`config.mk`:
```
export PLATFORM = sky130hd
export DESIGN_NAME = elevator_call_scheduler
export DESIGN_NICKNAME = d
export VERILOG_FILES = /design/src/rtl/elevator_call_scheduler.sv
export SDC_FILE = /design/constraint.sdc
export NUM_CORES = 1
export LEC_CHECK = 0
export CAP_MARGIN = 10
export CORE_AREA = 2 2 98 100
export CTS_BUF_LIST = sky130_fd_sc_hd__clkbuf_4 sky130_fd_sc_hd__clkbuf_8 sky130_fd_sc_hd__clkbuf_16
export DETAILED_ROUTE_END_ITERATION = 8
export DIE_AREA = 0 0 100 102
export PLACE_DENSITY = 0.76
export SETUP_SLACK_MARGIN = 0.05
export SYNTH_ARGS = -nofsm -noshare
export SYNTH_HDL_FRONTEND = slang
export SYNTH_SLANG_ARGS = --single-unit
```
`constraint.sdc`:
```
create_clock -name clk -period 2.8 [get_ports clk]
set_clock_uncertainty 0.1 [all_clocks]
set_input_delay 0.7 -clock clk [delete_from_list [all_inputs] [get_ports clk]]
set_output_delay 0.7 -clock clk [all_outputs]
set_load 0.02 [all_outputs]
```
`src/rtl/elevator_call_scheduler.sv`:
```
// Debounces the call buttons, latches pending calls and issues one one-hot floor request at a time.
// Optional build macro CALL_CANCEL_EN: a re-press cancels a pending call that is not the current target.
module elevator_call_scheduler #(
    parameter int DEB_CYCLES   = 50000,
    parameter int DEB_W        = 16,
    parameter int MOVE_TIMEOUT = 1000,
    parameter int DWELL_CYCLES = 100000
) (
    input  logic       clk,
    input  logic       reset,
    input  logic       b1,
    input  logic       b2,
    input  logic       b3,
    input  logic       f1,
    input  logic       f2,
    input  logic       f3,
    input  logic       mup,
    input  logic       mdw,
    output logic       p1,
    output logic       p2,
    output logic       p3,
    output logic [2:0] pend,
    output logic [1:0] cur_floor,
    output logic       busy
);

    localparam int TMO_W = $clog2(MOVE_TIMEOUT + 1);
    localparam int DW_W  = $clog2(DWELL_CYCLES + 1);
    localparam logic [DEB_W-1:0] DEB_LAST   = DEB_W'(DEB_CYCLES - 1);
    localparam logic [TMO_W-1:0] TMO_LAST   = TMO_W'(MOVE_TIMEOUT - 1);
    localparam logic [DW_W-1:0]  DWELL_LAST = DW_W'(DWELL_CYCLES - 1);

    typedef enum logic [1:0] {IDLE, ISSUE, WAIT_ARRIVE, DWELL} state_t;

    function automatic logic [2:0] floor_mask(input logic [1:0] fl);
        floor_mask = 3'b000;
        case (fl)
            2'd1:    floor_mask = 3'b001;
            2'd2:    floor_mask = 3'b010;
            2'd3:    floor_mask = 3'b100;
            default: floor_mask = 3'b000;
        endcase
    endfunction

    logic [2:0] b_raw;
    logic [2:0] floors;
    logic [2:0] press;
    logic       moving;

    assign b_raw  = {b3, b2, b1};
    assign floors = {f3, f2, f1};
    assign moving = mup | mdw;

    // Press fires on the same edge the accepted level rises, so pend follows 2 + DEB_CYCLES after a clean edge.
    genvar gi;
    generate
        for (gi = 0; gi < 3; gi++) begin : g_deb
            logic             sync0_reg;
            logic             sync1_reg;
            logic             acc_reg;
            logic [DEB_W-1:0] cnt_reg;

            always_ff @(posedge clk or negedge reset) begin
                if (!reset) begin
                    sync0_reg <= 1'b0;
                    sync1_reg <= 1'b0;
                    acc_reg   <= 1'b0;
                    cnt_reg   <= '0;
                end else begin
                    sync0_reg <= b_raw[gi];
                    sync1_reg <= sync0_reg;
                    if (sync1_reg == acc_reg) begin
                        cnt_reg <= '0;
                    end else if (cnt_reg == DEB_LAST) begin
                        acc_reg <= sync1_reg;
                        cnt_reg <= '0;
                    end else begin
                        cnt_reg <= cnt_reg + 1'b1;
                    end
                end
            end

            assign press[gi] = sync1_reg && !acc_reg && (cnt_reg == DEB_LAST);
        end
    endgenerate

    state_t           state_reg, state_next;
    logic [2:0]       pend_reg, pend_next;
    logic [2:0]       p_reg, p_next;
    logic [1:0]       cur_reg, cur_next;
    logic [1:0]       target_reg, target_next;
    logic             dir_up_reg, dir_up_next;
    logic             trip_up_reg, trip_up_next;
    logic [TMO_W-1:0] tmo_reg, tmo_next;
    logic [DW_W-1:0]  dwell_reg, dwell_next;

    logic [1:0] pick;
    logic [2:0] cur_mask, tgt_mask;
    logic [2:0] clr, accept, set, tog;

    assign cur_mask = floor_mask(cur_reg);
    assign tgt_mask = floor_mask(target_reg);

    // Nearest pending floor; only floor 2 can see a tie, resolved by the last travel direction.
    always_comb begin
        pick = 2'd1;
        case (cur_reg)
            2'd1:    pick = pend_reg[1] ? 2'd2 : 2'd3;
            2'd3:    pick = pend_reg[1] ? 2'd2 : 2'd1;
            default: begin
                if (pend_reg[0] && pend_reg[2]) pick = dir_up_reg ? 2'd3 : 2'd1;
                else if (pend_reg[2])           pick = 2'd3;
                else                            pick = 2'd1;
            end
        endcase
    end

    always_comb begin
        state_next   = state_reg;
        p_next       = p_reg;
        target_next  = target_reg;
        dir_up_next  = dir_up_reg;
        trip_up_next = trip_up_reg;
        tmo_next     = tmo_reg;
        dwell_next   = dwell_reg;
        cur_next     = cur_reg;
        clr          = 3'b000;

        case (floors)
            3'b001:  cur_next = 2'd1;
            3'b010:  cur_next = 2'd2;
            3'b100:  cur_next = 2'd3;
            default: cur_next = cur_reg;
        endcase

        case (state_reg)
            IDLE: begin
                if (pend_reg != 3'b000 && !moving) begin
                    if ((pend_reg & cur_mask) != 3'b000) begin
                        clr = cur_mask;
                    end else begin
                        target_next  = pick;
                        trip_up_next = (pick > cur_reg);
                        p_next       = floor_mask(pick);
                        tmo_next     = '0;
                        state_next   = ISSUE;
                    end
                end
            end
            ISSUE: begin
                if (moving) begin
                    p_next     = 3'b000;
                    state_next = WAIT_ARRIVE;
                end else if (tmo_reg == TMO_LAST) begin
                    p_next     = 3'b000;
                    state_next = IDLE;
                end else begin
                    tmo_next = tmo_reg + 1'b1;
                end
            end
            WAIT_ARRIVE: begin
                if ((floors & tgt_mask) != 3'b000 && !moving) begin
                    clr         = tgt_mask;
                    dir_up_next = trip_up_reg;
                    dwell_next  = '0;
                    state_next  = DWELL;
                end
            end
            DWELL: begin
                if (dwell_reg == DWELL_LAST) state_next = IDLE;
                else                         dwell_next = dwell_reg + 1'b1;
            end
            default: state_next = IDLE;
        endcase

        // Presses at the floor the idle car is standing at are dropped; clears win over same-cycle presses.
        accept = press & ((state_reg == IDLE) ? ~floors : 3'b111);
        set    = accept & ~pend_reg;
`ifdef CALL_CANCEL_EN
        tog    = accept & pend_reg &
                 (((state_reg == ISSUE) || (state_reg == WAIT_ARRIVE)) ? ~tgt_mask : 3'b111);
`else
        tog    = 3'b000;
`endif
        pend_next = (pend_reg | set) & ~tog & ~clr;
    end

    always_ff @(posedge clk or negedge reset) begin
        if (!reset) begin
            state_reg   <= IDLE;
            pend_reg    <= 3'b000;
            p_reg       <= 3'b000;
            cur_reg     <= 2'd1;
            target_reg  <= 2'd1;
            dir_up_reg  <= 1'b1;
            trip_up_reg <= 1'b1;
            tmo_reg     <= '0;
            dwell_reg   <= '0;
        end else begin
            state_reg   <= state_next;
            pend_reg    <= pend_next;
            p_reg       <= p_next;
            cur_reg     <= cur_next;
            target_reg  <= target_next;
            dir_up_reg  <= dir_up_next;
            trip_up_reg <= trip_up_next;
            tmo_reg     <= tmo_next;
            dwell_reg   <= dwell_next;
        end
    end

    assign p1        = p_reg[0];
    assign p2        = p_reg[1];
    assign p3        = p_reg[2];
    assign pend      = pend_reg;
    assign cur_floor = cur_reg;
    assign busy      = (state_reg != IDLE);

endmodule

```
==> metrics.csv <==
stage;metric;value;unit
status;outcome;complete, no violations;
timing;RSZ-0062 raised after global routing;no;
logic_synthesis;share of the synthesized area in the top cell type;48.37;%
power_and_ir_drop;Tot Pwr;3225;µW
timing;final hold vios;0;
placed_design;Port Buffers;18;
finish;layout cells sized above 1;10.96;%
logic_synthesis;Top FF cell, synth;dfrtp_1;
clock_tree;CTS tree;built;
grt;antenna violations before repair;0;
die;Core Area;9109;µm²
die;IO Pins;19;
placed_design;Place WS;0.2391;ns
logic_synthesis;flops & latches, synth;98;
routing;final wirelength;9.497;mm
finish;Final Util;59.57;%
placed_design;gpl congestion;0.8750;
logic_synthesis;Avg Cell Area, Syn;9.825;µm²
logic_synthesis;Post-Syn Nets;515;
power_and_ir_drop;worst vdd ir;0.0003580;V
routing;drt wl/cell;14.84;µm
grt;total global routing overflow;0;
setup_path;max incr delay on CP;0.58;ns
clock_tree;number of CTS-inserted buffers;9;
logic_synthesis;Post-Synthesis Cells;495;
logic_synthesis;synth warn;0;
routing;Metal-1 WL;4.465;mm
timing;final period utilization;93.39;%
setup_path;Critical Path Fanout Max;4;
power_and_ir_drop;leakage power;0.002319;µW
grt;GRT Resource Usage Total;20.14;%
worst_hold_path;HP Class;input port to async pin;
finish;filler instances;783;
setup_path;Worst Path Buf+Inv;2;
routing;top routing layer in use;met4;
timing;setup TNS;0;ns
logic_synthesis;Yosys cell types;56;
setup_path;crit path kind;flop to output port;
setup_path;crit path DAT;1.81;ns
routing;Initial DRC Count;178;
routing;Pre-Repair DR Iteration Count;5;
routing;met3 WL post-DR;426;µm
logic_synthesis;top cells by area, synth;dfrtp_1, nor2_1, xnor2_1;
finish;fin nets;544;
setup_path;Startpoint Class;flop;
routing;Via density;5.692;
timing;Worst Slack Setup Final;0.1850;ns
logic_synthesis;ys async rst share;100.0;%
timing;FMAX;382.4;MHz
timing;Tightest Pin Transition;0.6462;ns
finish;diode count;0;
logic_synthesis;post-synthesis sequential area ratio;50.53;%
logic_synthesis;Yosys top cell by area;dfrtp_1;
grt;first-pass GRT wire length;16.41;mm
clock_tree;clk_lat worst skew;0.36;ns
timing;Final Critical Period;2.615;ns
clock_tree;clock buffer depth;2;
setup_path;critical-path cell list;nor2_1 > inv_1 > clkdlybuf4s50_1;
die;full die area;10200;µm²
finish;Layout area overhead;11.58;%
die;die height;102;µm
run;Max Cap Viol;0;
grt;largest net degree at the start of global routing;60;
setup_path;CP Capture Type;output port;
clock_tree;CTS sink count;98;
timing;Final setup violation count;0;
clock_tree;# hold bufs at CTS;0;
routing;met2 wire length;4.536;mm
finish;max FFs per register;48;
placed_design;dpl cells;624;
clock_tree;setup bufs post-CTS;0;
routing;vias;3643;
timing;Slew Viols, Final;0;
setup_path;delay-heaviest family, CP;buffers and inverters;
logic_synthesis;cell area after synthesis;4863;µm²
power_and_ir_drop;PD cells;594.4;nW/µm²
clock_tree;clk root buf;clkbuf_8;
logic_synthesis;Post-synth EDFFs;0;
routing;Routed Antenna Nets;0;
grt;vias in the first global route;3510;
die;die width;100;µm
setup_path;Worst Path Required;2.00;ns
logic_synthesis;Commonest cells post-synth;dfrtp_1, nor2_1, nand2_1, nand3_1, xnor2_1;
finish;Final Non-Filler Cells;640;
clock_tree;clock-pin slew on the worst setup and hold paths;0.09;ns
routing;DRC;0;
logic_synthesis;most frequent cell after synthesis;dfrtp_1;
die;Initial Utilization;53.39;%
die;Rows;35;
timing;Slew headroom;56.52;%
setup_path;slowest CP cell;clkdlybuf4s50_1;
placed_design;detailed placer's ending HPWL;6.539;mm
clock_tree;H-Tree Depth;3;
clock_tree;PostCTS Resize Cnt;0;
-- placed cells by master (no fill, tap or decap), types with 6 or more instances in the layout --
cell type | netlist | layout
dfrtp_1 | 94 | 94
nor2_1 | 78 | 78
nand2_1 | 36 | 36
nand3_1 | 36 | 36
xnor2_1 | 29 | 29
xor2_1 | 25 | 25
inv_1 | 22 | 22
clkdlybuf4s50_1 | 0 | 17
and3_1 | 14 | 14
nand4_1 | 13 | 13
a21oi_1 | 11 | 11
nor4_1 | 11 | 11
buf_4 | 1 | 11
o21ai_0 | 10 | 10
ha_1 | 10 | 10
nor3_1 | 9 | 9
clkbuf_8 | 0 | 9
mux2_2 | 7 | 7
nand2b_1 | 6 | 6
-- routing by layer --
layer / track usage [%] / vias up
met5: 0 / -
met4: 5.374 / 0
met2: 33.11 / 70
met1: 27.76 / 1787
li1: - / 1781
met3: 3.899 / 5
-- final timing paths --
path	startpoint	to	slack [ns]	depth (start not counted)
hold / removal	reset	dwell_reg[9]	0.20	1
setup reg to reg	dwell_reg[13]	dwell_reg[9]	0.35	6
setup / recovery	flop	busy	0.19	3
max in group asynchronous	reset	target_reg[0]	1.66	2
hold reg to reg	g_deb[0].sync0_reg	g_deb[0].sync1_reg	0.25	0
min in group clk	g_deb[0].sync0_reg	g_deb[0].sync1_reg	0.25	0
-- cells by family after synthesis --
kind of cell	synth area share, %
fa+ha+maj	2.573
xor+xnor	9.725
compound gates	7.667
simple gates	24.70
mux	2.033
buf+inv	2.779
flops	50.53
-- where the power goes --
| part | total, µW | leakage, µW | internal, µW | switching (µW) |
|---|---|---|---|---|
| logic | 603 | 0.000910 | 260 | 343 |
| registers | 1700 | 0.00132 | 1550 | 148 |
| clock network | 926 | 0.0000923 | 425 | 501 |
-- per-stage QoR --
step | hold WS (ns) | instance area (µm²)
2_1_floorplan | 0.2312 | 4863
3_3_place_gp | 0.2317 | 5229
3_5_place_dp | 0.2347 | 5229
4_1_cts | 0.2173 | 5426
5_1_grt | 0.2442 | 5426
6_report | 0.2036 | 5426
-- cell type report --
| cell class | count | area (µm²) | area share [%] |
|---|---|---|---|
| Multi-Input combinational cell | 364 | 2277 | 41.96 |
| Timing Repair Buffer | 29 | 272.8 | 5.027 |
| Tap cell | 111 | 138.9 | 2.559 |
| Clock buffer | 10 | 131.4 | 2.421 |
| Inverter | 22 | 82.58 | 1.522 |
| Clock inverter | 6 | 66.31 | 1.222 |
| Sequential cell | 98 | 2457 | 45.28 |
-- worst reg2reg max path: stages, from the launching register on --
cell and delay, ns:
dfrtp_1 0.43, or4b_4 0.55, or4_4 0.53, o211ai_2 0.31, buf_4 0.24, or3_2 0.13
a21oi_2 0.05
(Power assumes the default switching activity.)
